## src/rtl/out_buf_writer_pkg.sv

```systemverilog
// Shared constants and state encoding for the output sample buffer writer.
package out_buf_writer_pkg;

  localparam int OUTBUF_DEPTH = 768;
  localparam int OUTBUF_AW    = 10;
  localparam int SAMPLE_W     = 16;

  typedef enum logic [1:0] {
    IDLE   = 2'd0,
    PRIME  = 2'd1,
    STREAM = 2'd2
  } outbuf_state_t;

endpackage : out_buf_writer_pkg

```

## src/rtl/out_buf_writer_sat_gain.sv

```systemverilog
// sat_gain: signed sample times unsigned Q0.8 gain, arithmetic shift by 8,
// clamped to the signed 16-bit range. Purely combinational.
module sat_gain
  import out_buf_writer_pkg::*;
(
  input  logic [SAMPLE_W-1:0] din,
  input  logic [7:0]          gain,
  output logic [SAMPLE_W-1:0] dout
);

  logic signed [24:0] prod_s;
  logic signed [24:0] shifted_s;

  // Gain is zero-extended so it multiplies as a non-negative value.
  assign prod_s    = $signed(din) * $signed({1'b0, gain});
  assign shifted_s = prod_s >>> 8;

  // Clamp the scaled product into the 16-bit two's complement range.
  always_comb begin
    dout = shifted_s[SAMPLE_W-1:0];
    if (shifted_s > 25'sd32767) begin
      dout = 16'h7FFF;
    end else if (shifted_s < -25'sd32768) begin
      dout = 16'h8000;
    end else begin
      dout = shifted_s[SAMPLE_W-1:0];
    end
  end

endmodule : sat_gain

```

## src/rtl/out_buf_writer.sv

```systemverilog
// out_buf_writer: write-side front end of the output sample buffer.
// Takes samples on a valid/ready handshake, writes them at a wrapping address
// one cycle later, and tracks occupancy against the read-side consume strobe.
// Optional feature macro: OUTBUF_GAIN_EN (applies saturating Q0.8 gain).
module out_buf_writer
  import out_buf_writer_pkg::*;
#(
  parameter int DEPTH     = OUTBUF_DEPTH,
  parameter int ADDR_BITS = OUTBUF_AW,
  parameter int DATA_BITS = SAMPLE_W
) (
  input  logic                 sys_clk,
  input  logic                 reset_n,
  input  logic                 start,
  input  logic                 flush,
  input  logic                 in_valid,
  input  logic [DATA_BITS-1:0] in_data,
  output logic                 in_ready,
  input  logic [7:0]           gain,
  input  logic                 ready,
  output logic [ADDR_BITS-1:0] Outa,
  output logic [DATA_BITS-1:0] Outd,
  output logic                 OutBufWea,
  output logic                 primed,
  output logic [ADDR_BITS-1:0] level,
  output logic                 frame_done,
  output logic                 underrun,
  output logic                 overrun
);

  localparam logic [ADDR_BITS-1:0] FULL_LVL  = ADDR_BITS'(DEPTH);
  localparam logic [ADDR_BITS-1:0] HALF_LVL  = ADDR_BITS'(DEPTH / 2);
  localparam logic [ADDR_BITS-1:0] LAST_ADDR = ADDR_BITS'(DEPTH - 1);
  localparam logic [ADDR_BITS-1:0] ONE       = ADDR_BITS'(1);

  outbuf_state_t        state_r, state_n;
  logic [ADDR_BITS-1:0] wptr_r, wptr_n;
  logic [ADDR_BITS-1:0] level_r, level_n;
  logic                 primed_r, primed_n;
  logic                 underrun_r, underrun_n;
  logic                 overrun_r, overrun_n;
  logic                 wea_r, wea_n;
  logic [ADDR_BITS-1:0] outa_r, outa_n;
  logic [DATA_BITS-1:0] outd_r, outd_n;
  logic                 fd_r, fd_n;

  logic                 in_ready_s;
  logic                 accept_s;
  logic                 consume_s;
  logic [DATA_BITS-1:0] proc_s;

`ifdef OUTBUF_GAIN_EN
  sat_gain u_sat_gain (
    .din  (in_data),
    .gain (gain),
    .dout (proc_s)
  );
`else
  logic unused_gain_s;
  assign unused_gain_s = ^gain;
  assign proc_s        = in_data;
`endif

  assign in_ready_s = (state_r != IDLE) && (level_r != FULL_LVL);
  assign accept_s   = in_valid && in_ready_s;
  // Reads only drain occupancy while streaming and something is buffered.
  assign consume_s  = ready && (state_r == STREAM) && (level_r != {ADDR_BITS{1'b0}});

  // Next-state, occupancy, flags and write-port values; flush overrides all.
  always_comb begin
    state_n    = state_r;
    wptr_n     = wptr_r;
    level_n    = level_r;
    primed_n   = primed_r;
    underrun_n = underrun_r;
    overrun_n  = overrun_r;
    wea_n      = 1'b0;
    outa_n     = outa_r;
    outd_n     = outd_r;
    fd_n       = 1'b0;

    if (flush) begin
      state_n    = IDLE;
      wptr_n     = {ADDR_BITS{1'b0}};
      level_n    = {ADDR_BITS{1'b0}};
      primed_n   = 1'b0;
      underrun_n = 1'b0;
      overrun_n  = 1'b0;
    end else begin
      if (accept_s) begin
        wea_n  = 1'b1;
        outa_n = wptr_r;
        outd_n = proc_s;
        fd_n   = (wptr_r == LAST_ADDR);
        wptr_n = (wptr_r == LAST_ADDR) ? {ADDR_BITS{1'b0}} : (wptr_r + ONE);
      end else begin
        wea_n = 1'b0;
      end

      case ({accept_s, consume_s})
        2'b10:   level_n = level_r + ONE;
        2'b01:   level_n = level_r - ONE;
        default: level_n = level_r;
      endcase

      case (state_r)
        IDLE: begin
          if (start) begin
            state_n = PRIME;
          end else begin
            state_n = IDLE;
          end
        end
        PRIME: begin
          if (ready) begin
            overrun_n = 1'b1;
          end else begin
            overrun_n = overrun_r;
          end
          if (level_n == HALF_LVL) begin
            state_n  = STREAM;
            primed_n = 1'b1;
          end else begin
            state_n = PRIME;
          end
        end
        STREAM: begin
          if (ready && (level_r == {ADDR_BITS{1'b0}})) begin
            underrun_n = 1'b1;
          end else begin
            underrun_n = underrun_r;
          end
        end
        default: begin
          state_n = IDLE;
        end
      endcase
    end
  end

  // State, counters and registered outputs; reset drops any in-flight write.
  always_ff @(posedge sys_clk or negedge reset_n) begin
    if (!reset_n) begin
      state_r    <= IDLE;
      wptr_r     <= {ADDR_BITS{1'b0}};
      level_r    <= {ADDR_BITS{1'b0}};
      primed_r   <= 1'b0;
      underrun_r <= 1'b0;
      overrun_r  <= 1'b0;
      wea_r      <= 1'b0;
      outa_r     <= {ADDR_BITS{1'b0}};
      outd_r     <= {DATA_BITS{1'b0}};
      fd_r       <= 1'b0;
    end else begin
      state_r    <= state_n;
      wptr_r     <= wptr_n;
      level_r    <= level_n;
      primed_r   <= primed_n;
      underrun_r <= underrun_n;
      overrun_r  <= overrun_n;
      wea_r      <= wea_n;
      outa_r     <= outa_n;
      outd_r     <= outd_n;
      fd_r       <= fd_n;
    end
  end

  assign in_ready   = in_ready_s;
  assign Outa       = outa_r;
  assign Outd       = outd_r;
  assign OutBufWea  = wea_r;
  assign primed     = primed_r;
  assign level      = level_r;
  assign frame_done = fd_r;
  assign underrun   = underrun_r;
  assign overrun    = overrun_r;

endmodule : out_buf_writer

```

## config.mk

```make
export PLATFORM = sky130hd
export DESIGN_NAME = out_buf_writer
export DESIGN_NICKNAME = d
export VERILOG_FILES = /design/src/rtl/out_buf_writer_pkg.sv /design/src/rtl/out_buf_writer_sat_gain.sv /design/src/rtl/out_buf_writer.sv
export SDC_FILE = /design/constraint.sdc
export NUM_CORES = 1
export LEC_CHECK = 0
export CELL_PAD_IN_SITES_DETAIL_PLACEMENT = 1
export CELL_PAD_IN_SITES_GLOBAL_PLACEMENT = 1
export CORE_ASPECT_RATIO = 0.5
export CORE_MARGIN = 2
export CORE_UTILIZATION = 41
export CTS_CLUSTER_DIAMETER = 40
export DETAILED_ROUTE_END_ITERATION = 10
export PLACE_DENSITY = 0.94
export SETUP_SLACK_MARGIN = 0.3
export SYNTH_ARGS = -nofsm -noshare
export SYNTH_HDL_FRONTEND = slang
export SYNTH_HIERARCHICAL = 1
export SYNTH_SLANG_ARGS = --single-unit
```

## constraint.sdc

```tcl
create_clock -name sys_clk -period 7.95 [get_ports sys_clk]
set_clock_uncertainty 0.1 [all_clocks]
set_input_delay 1.9875 -clock sys_clk [delete_from_list [all_inputs] [get_ports sys_clk]]
set_output_delay 1.9875 -clock sys_clk [all_outputs]
set_load 0.03 [all_outputs]
```

## Word-level counts from Yosys, hierarchy flattened

Index checks and enable logic that the tools add are counted.

| storage, ports and cells | value |
|---|---|
| register bits | 53 |
| input port bits | 30 |
| logic and storage cells | 64 |

| cells by class | value |
|---|---|
| add/subtract/negate cells | 3 |
| eq/ne operators | 8 |
| muxes and demuxes | 23 |
| bitwise gates (word level) | 1 |
| reductions and logical operators | 19 |

Operators with widths:

| operator | count |
|---|---|
| $mux 10 | 5 |
| $add 10x1->10 const B | 2 |
| $pmux 10 s2 | 1 |
| $mux 1 | 14 |
| $reduce_bool 2->1 | 7 |
| $eq 10x10->1 const B | 1 |
| $eq 10x9->1 const B | 1 |
| $logic_not 10->1 | 1 |
| $ne 10x10->1 const B | 1 |
| $reduce_bool 10->1 | 1 |
| $sub 10x1->10 const B | 1 |
| $reduce_and 2->1 | 4 |
| $pmux 2 s3 | 1 |
| $logic_and 1x1->1 | 5 |
| $eq 2x1->1 const B | 2 |
| $eq 2x2->1 const B | 2 |
| $mux 2 | 2 |
| $logic_not 2->1 | 1 |
| $ne 2x2->1 const B | 1 |
| $not 1->1 | 1 |

## Longest topological paths before layout

| logic depth | value |
|---|---|
| depth after elaboration | 10 |
| gate-level depth with buffers | 12 |
| depth with buffers taken out | 11 |

## Least setup slack after synthesis

No wires, ideal clock.

| timing | value |
|---|---|
| kind | input to register |
| from | in ready |
| to | reg primed_r (netlist: primed) |
| setup time | 0.110 ns |
| data arrival time | 4.388 ns |
| required time | 7.740 ns |
| path slack | 3.352 ns |
| cell stages on the path | 10 |
| path through | inv_1 -> nor4_1 -> ha_1 -> ha_1 -> a211oi_1 -> o21ai_0 -> xnor2_1 -> o41ai_1 -> nand4bb_1 -> o41ai_1 |

| between the ends | value |
|---|---|
| word-level cells in the longest chain between the ends | 8 |
| elaborated cells on any way between the ends | 9 |

RTL lines:

| element | RTL line | text |
|---|---|---|
| start, declared | out_buf_writer.sv:20 | `input logic ready,` |
| $logic_and 1x1->1 (*) (2 in series) | out_buf_writer.sv:67 | `assign consume_s = ready && (state_r == STREAM) && (level_r != {ADDR_BITS{1'b0}});` |
| $eq 2x1->1 / $eq 2x2->1 (equally long branches) | out_buf_writer.sv:100 | `case ({accept_s, consume_s})` |
| $pmux 10 s2 (*) | out_buf_writer.sv:100 |  |
| $mux 10 (*) | out_buf_writer.sv:82 | `if (flush) begin` |
| $eq 10x9->1 (*) | out_buf_writer.sv:120 | `if (level_n == HALF_LVL) begin` |
| $reduce_bool 2->1 (no source line) (*) | - |  |
| $reduce_and 2->1 (no source line) (*) | - |  |
| end signal, assigned | out_buf_writer.sv:158 | `primed_r <= primed_n;` |
| end, declared | out_buf_writer.sv:39 | `logic primed_r, primed_n;` |

Mark *: on every way between the ends. The rest lies on a longest branch, timed or not. The select of a mux whose other input is x is not followed.
A chain may end at the register's enable or synchronous reset.

## Final worst setup path

| timing | value |
|---|---|
| from | in ready |
| to | reg state_r[1] |

| between the ends | value |
|---|---|
| word-level cells in the longest chain between the ends | 9 |
| elaborated cells on any way between the ends | 10 |

RTL lines:

| element | RTL line | text |
|---|---|---|
| $logic_and 1x1->1 (*) (2 in series) | out_buf_writer.sv:67 |  |
| $eq 2x1->1 / $eq 2x2->1 (equally long branches) | out_buf_writer.sv:100 |  |
| $pmux 10 s2 (*) | out_buf_writer.sv:100 |  |
| $mux 10 (*) | out_buf_writer.sv:82 |  |
| $eq 10x9->1 (*) | out_buf_writer.sv:120 |  |
| $mux 2 (*) | out_buf_writer.sv:120 |  |
| $pmux 2 s3 (*) | out_buf_writer.sv:106 | `case (state_r)` |
| $mux 2 (*) | out_buf_writer.sv:82 |  |
| end signal, assigned | out_buf_writer.sv:155 | `state_r <= state_n;` |
| end, declared | out_buf_writer.sv:36 | `outbuf_state_t state_r, state_n;` |

Marks and branches as above.

==> impl_metrics.ini <==
[outcome]
outcome = completed

[final_layout]
final_cell_mix = clkdlybuf4s50_1 (62), dfrtp_1 (53), mux2_4 (26)
final_util_pct = 55.4
final_nets = 355
syn_to_final_growth_pct = 30.0
final_cell_count_no_fill = 407
diodes = 0
regArea_sq_um = 1330
fin_area_sq_um = 3710
final_common_cell = clkdlybuf4s50_1
multi_input_area_sq_um = 1440
fill_cells = 701
drive_above_1_share_pct = 13.0

[pwr]
p_per_area_nw_per_um2 = 194
ir_worst_vdd_uv = 77.6
intPower_w = 0.000521
p_switching_w = 0.000199
power_w = 0.000720
p_comb_share_pct = 22.7
p_leak_nw = 1.65
sw_frac_of_total_pct = 27.7
clockPowerShare_pct = 34.6
power_frac_seq_pct = 42.6

[clocking]
h-tree-depth = 2
post_cts.repair.setup_buffers = 0
clkTransAtPathRegs_ns = 0.07
clkSinkCount = 53
hold_buffers = 0
clk_latency_ns = 0.29
cts_resized = 0
root_buffer = clkbuf_16
cts_buffer_depth = 2
cts_tree = built
numCtsBuffers = 5

[sta]
final.setup.tns_ns = 0
finalMaxSlewViolations = 0
setup_violations = 0
hold_viol = 0
slew_headroom_pct = 25.0
period_minus_slack_ns = 5.55
rsz0062_at_grt = no
worst_pin_slew_ns = 1.12
fmax_mhz = 180
fin_crit_sh_pct = 69.8

[critical_path]
worst-path-max-fanout = 13
critPathKind = primary input to register
slowest_delay_ns = 0.59
worstReg2RegStart = level[3]
crit_path_start = ready
slowest_stage = ha_1
crit_family = compound AO/OA/AOI/OAI gates
start_kind = primary input
path_cells = clkdlybuf4s50_1 -> inv_1 -> nor4_1 -> ha_1 -> ha_1 -> a211oi_1 -> o21ai_0 -> xnor2_1 -> o41ai_1 -> nand4bb_1 -> o41ai_1
critPathCaptureType = register
crit_required_ns = 8.01
crit_buf_inv = 2
cp_data_arrival_time_ns = 5.60

[grt]
busiest_layer = met2
grt_use_total_pct = 20.0
grt_first_pass_wirelength_microns = 12100
grt_max_degree = 54
first_global_vias = 2386
antenna_found_initial = 0
gr-total-overflow = 0
met3_usage_pct = 3.10
met1_usage_pct = 25.9
use_met2_pct = 34.5

[drt]
num_vias = 2294
drtIter0Drc = 125
dr.pass1.iters = 4
post_drt_wl_per_cell_microns = 18.2
drc = 0
ant_nets = 0
routed_wl_microns = 7410
viasPerCell = 5.64

[logic_synthesis]
syn-num-nets = 294
synth_edf_count = 0
ys_ff_latch = 53
syn-cell-area_sq_um = 2850
yosys.area.top_type_share_pct = 46.5
syn_avg_cell_area_sq_um = 11.3
ys.flop_type = dfrtp_1
yosysTopAreaCell = dfrtp_1
yosysUniqueCellTypes = 50
synthTopCellsByArea = dfrtp_1 (46%), mux2_4 (14%), ha_1 (4.4%)
yosysWarningCount = 6
async_flop_share_pct = 100
ys_seq_area_share_pct = 46.5
syn_inst = 253

[placed_design]
place_area_sq_um = 3540
gp_congestion = 0.822
hpwl_microns = 5170
port_buffers = 63
numPlacedInstances = 399

[worst_hold_path]
min_from = Outa[8]
min_path_type = register to register

[floorplan]
die_w_microns = 122
row_count = 21
start_util_pct = 42.6
dieArea_sq_um = 7680
core_sq_um = 6700
fp.dieH_microns = 63.0
num_io_pins = 72

[run]
maxCapViolations = 0
==> cell families after synthesis <==
| kind of cell | count (synthesis) | share of synthesized area (%) |
|---|---|---|
| buffers and inverters | 17 | 3.16 |
| DFF | 53 | 46.5 |
| adders and majority gates | 11 | 5.09 |
| and+or+nand+nor | 75 | 13.8 |
| xor gates and xnor gates | 6 | 1.84 |
| muxes | 29 | 14.7 |
| AOI/OAI and AO/OA | 62 | 14.9 |
==> cell type report <==
cell class / count / area share [%]
multi-input combinational: 183 / 38.9
sequential: 53 / 35.8
timing repair buffer: 64 / 17.1
clock buffer: 6 / 3.47
tap: 92 / 3.10
clock inverter: 2 / 1.05
inverter: 7 / 0.708
==> per-stage QoR <==
stage,worst slack [ns],hold slack [ns]
2_1_floorplan,3.35,0.384
3_3_place_gp,2.40,0.380
3_5_place_dp,2.20,0.392
4_1_cts,2.38,0.418
5_1_grt,2.07,0.429
6_report,2.40,0.413
==> synthesized netlist by cell type, types with 4 or more instances <==
master,number
dfrtp_1,53
nand3_1,6
xnor2_1,4
nor3_1,5
nor2_1,18
nand2b_1,5
a21oi_1,14
inv_1,7
o21ai_1,4
ha_1,10
a21o_1,4
nand2_1,15
or3_1,6
mux2_4,26
o21ai_0,12
o211ai_1,4
==> state kept, by name, summed over array words and instances (netlist names) <==
| register | count |
|---|---|
| frame_done | 1 |
| underrun | 1 |
| state_r | 2 |
| overrun | 1 |
| wptr_r | 10 |
| Outa | 10 |
| Outd | 16 |
| OutBufWea | 1 |
| level | 10 |
| primed | 1 |
==> worst paths after layout <==
path,to,slack (ns),cells past startpoint
hold / removal,Outa[8],0.41,1
max in group asynchronous,Outa[8],5.59,2
min in group asynchronous,level[9],1.71,2
setup reg to reg,state_r[1],3.32,10
hold reg to reg,Outa[8],0.41,1
setup / recovery,state_r[1],2.40,11
==> power groups by stage <==
stage / clock [W] / sequential, W / combinational (W)
after floorplan: 0 / 0.000353 / 0.0000500
after global placement: 0 / 0.000309 / 0.000159
after detailed placement: 0 / 0.000312 / 0.000164
after CTS: 0.000252 / 0.000307 / 0.000166
after global routing: 0.000266 / 0.000309 / 0.000174
final: 0.000249 / 0.000307 / 0.000164
==> routing by layer <==
metal	vias to the layer above	wire length (microns)
li1	1053	-
met5	-	0
met1	1175	3380
met4	0	120
met2	54	3590
met3	12	321
Note: power is estimated with default switching activity, not from simulation.
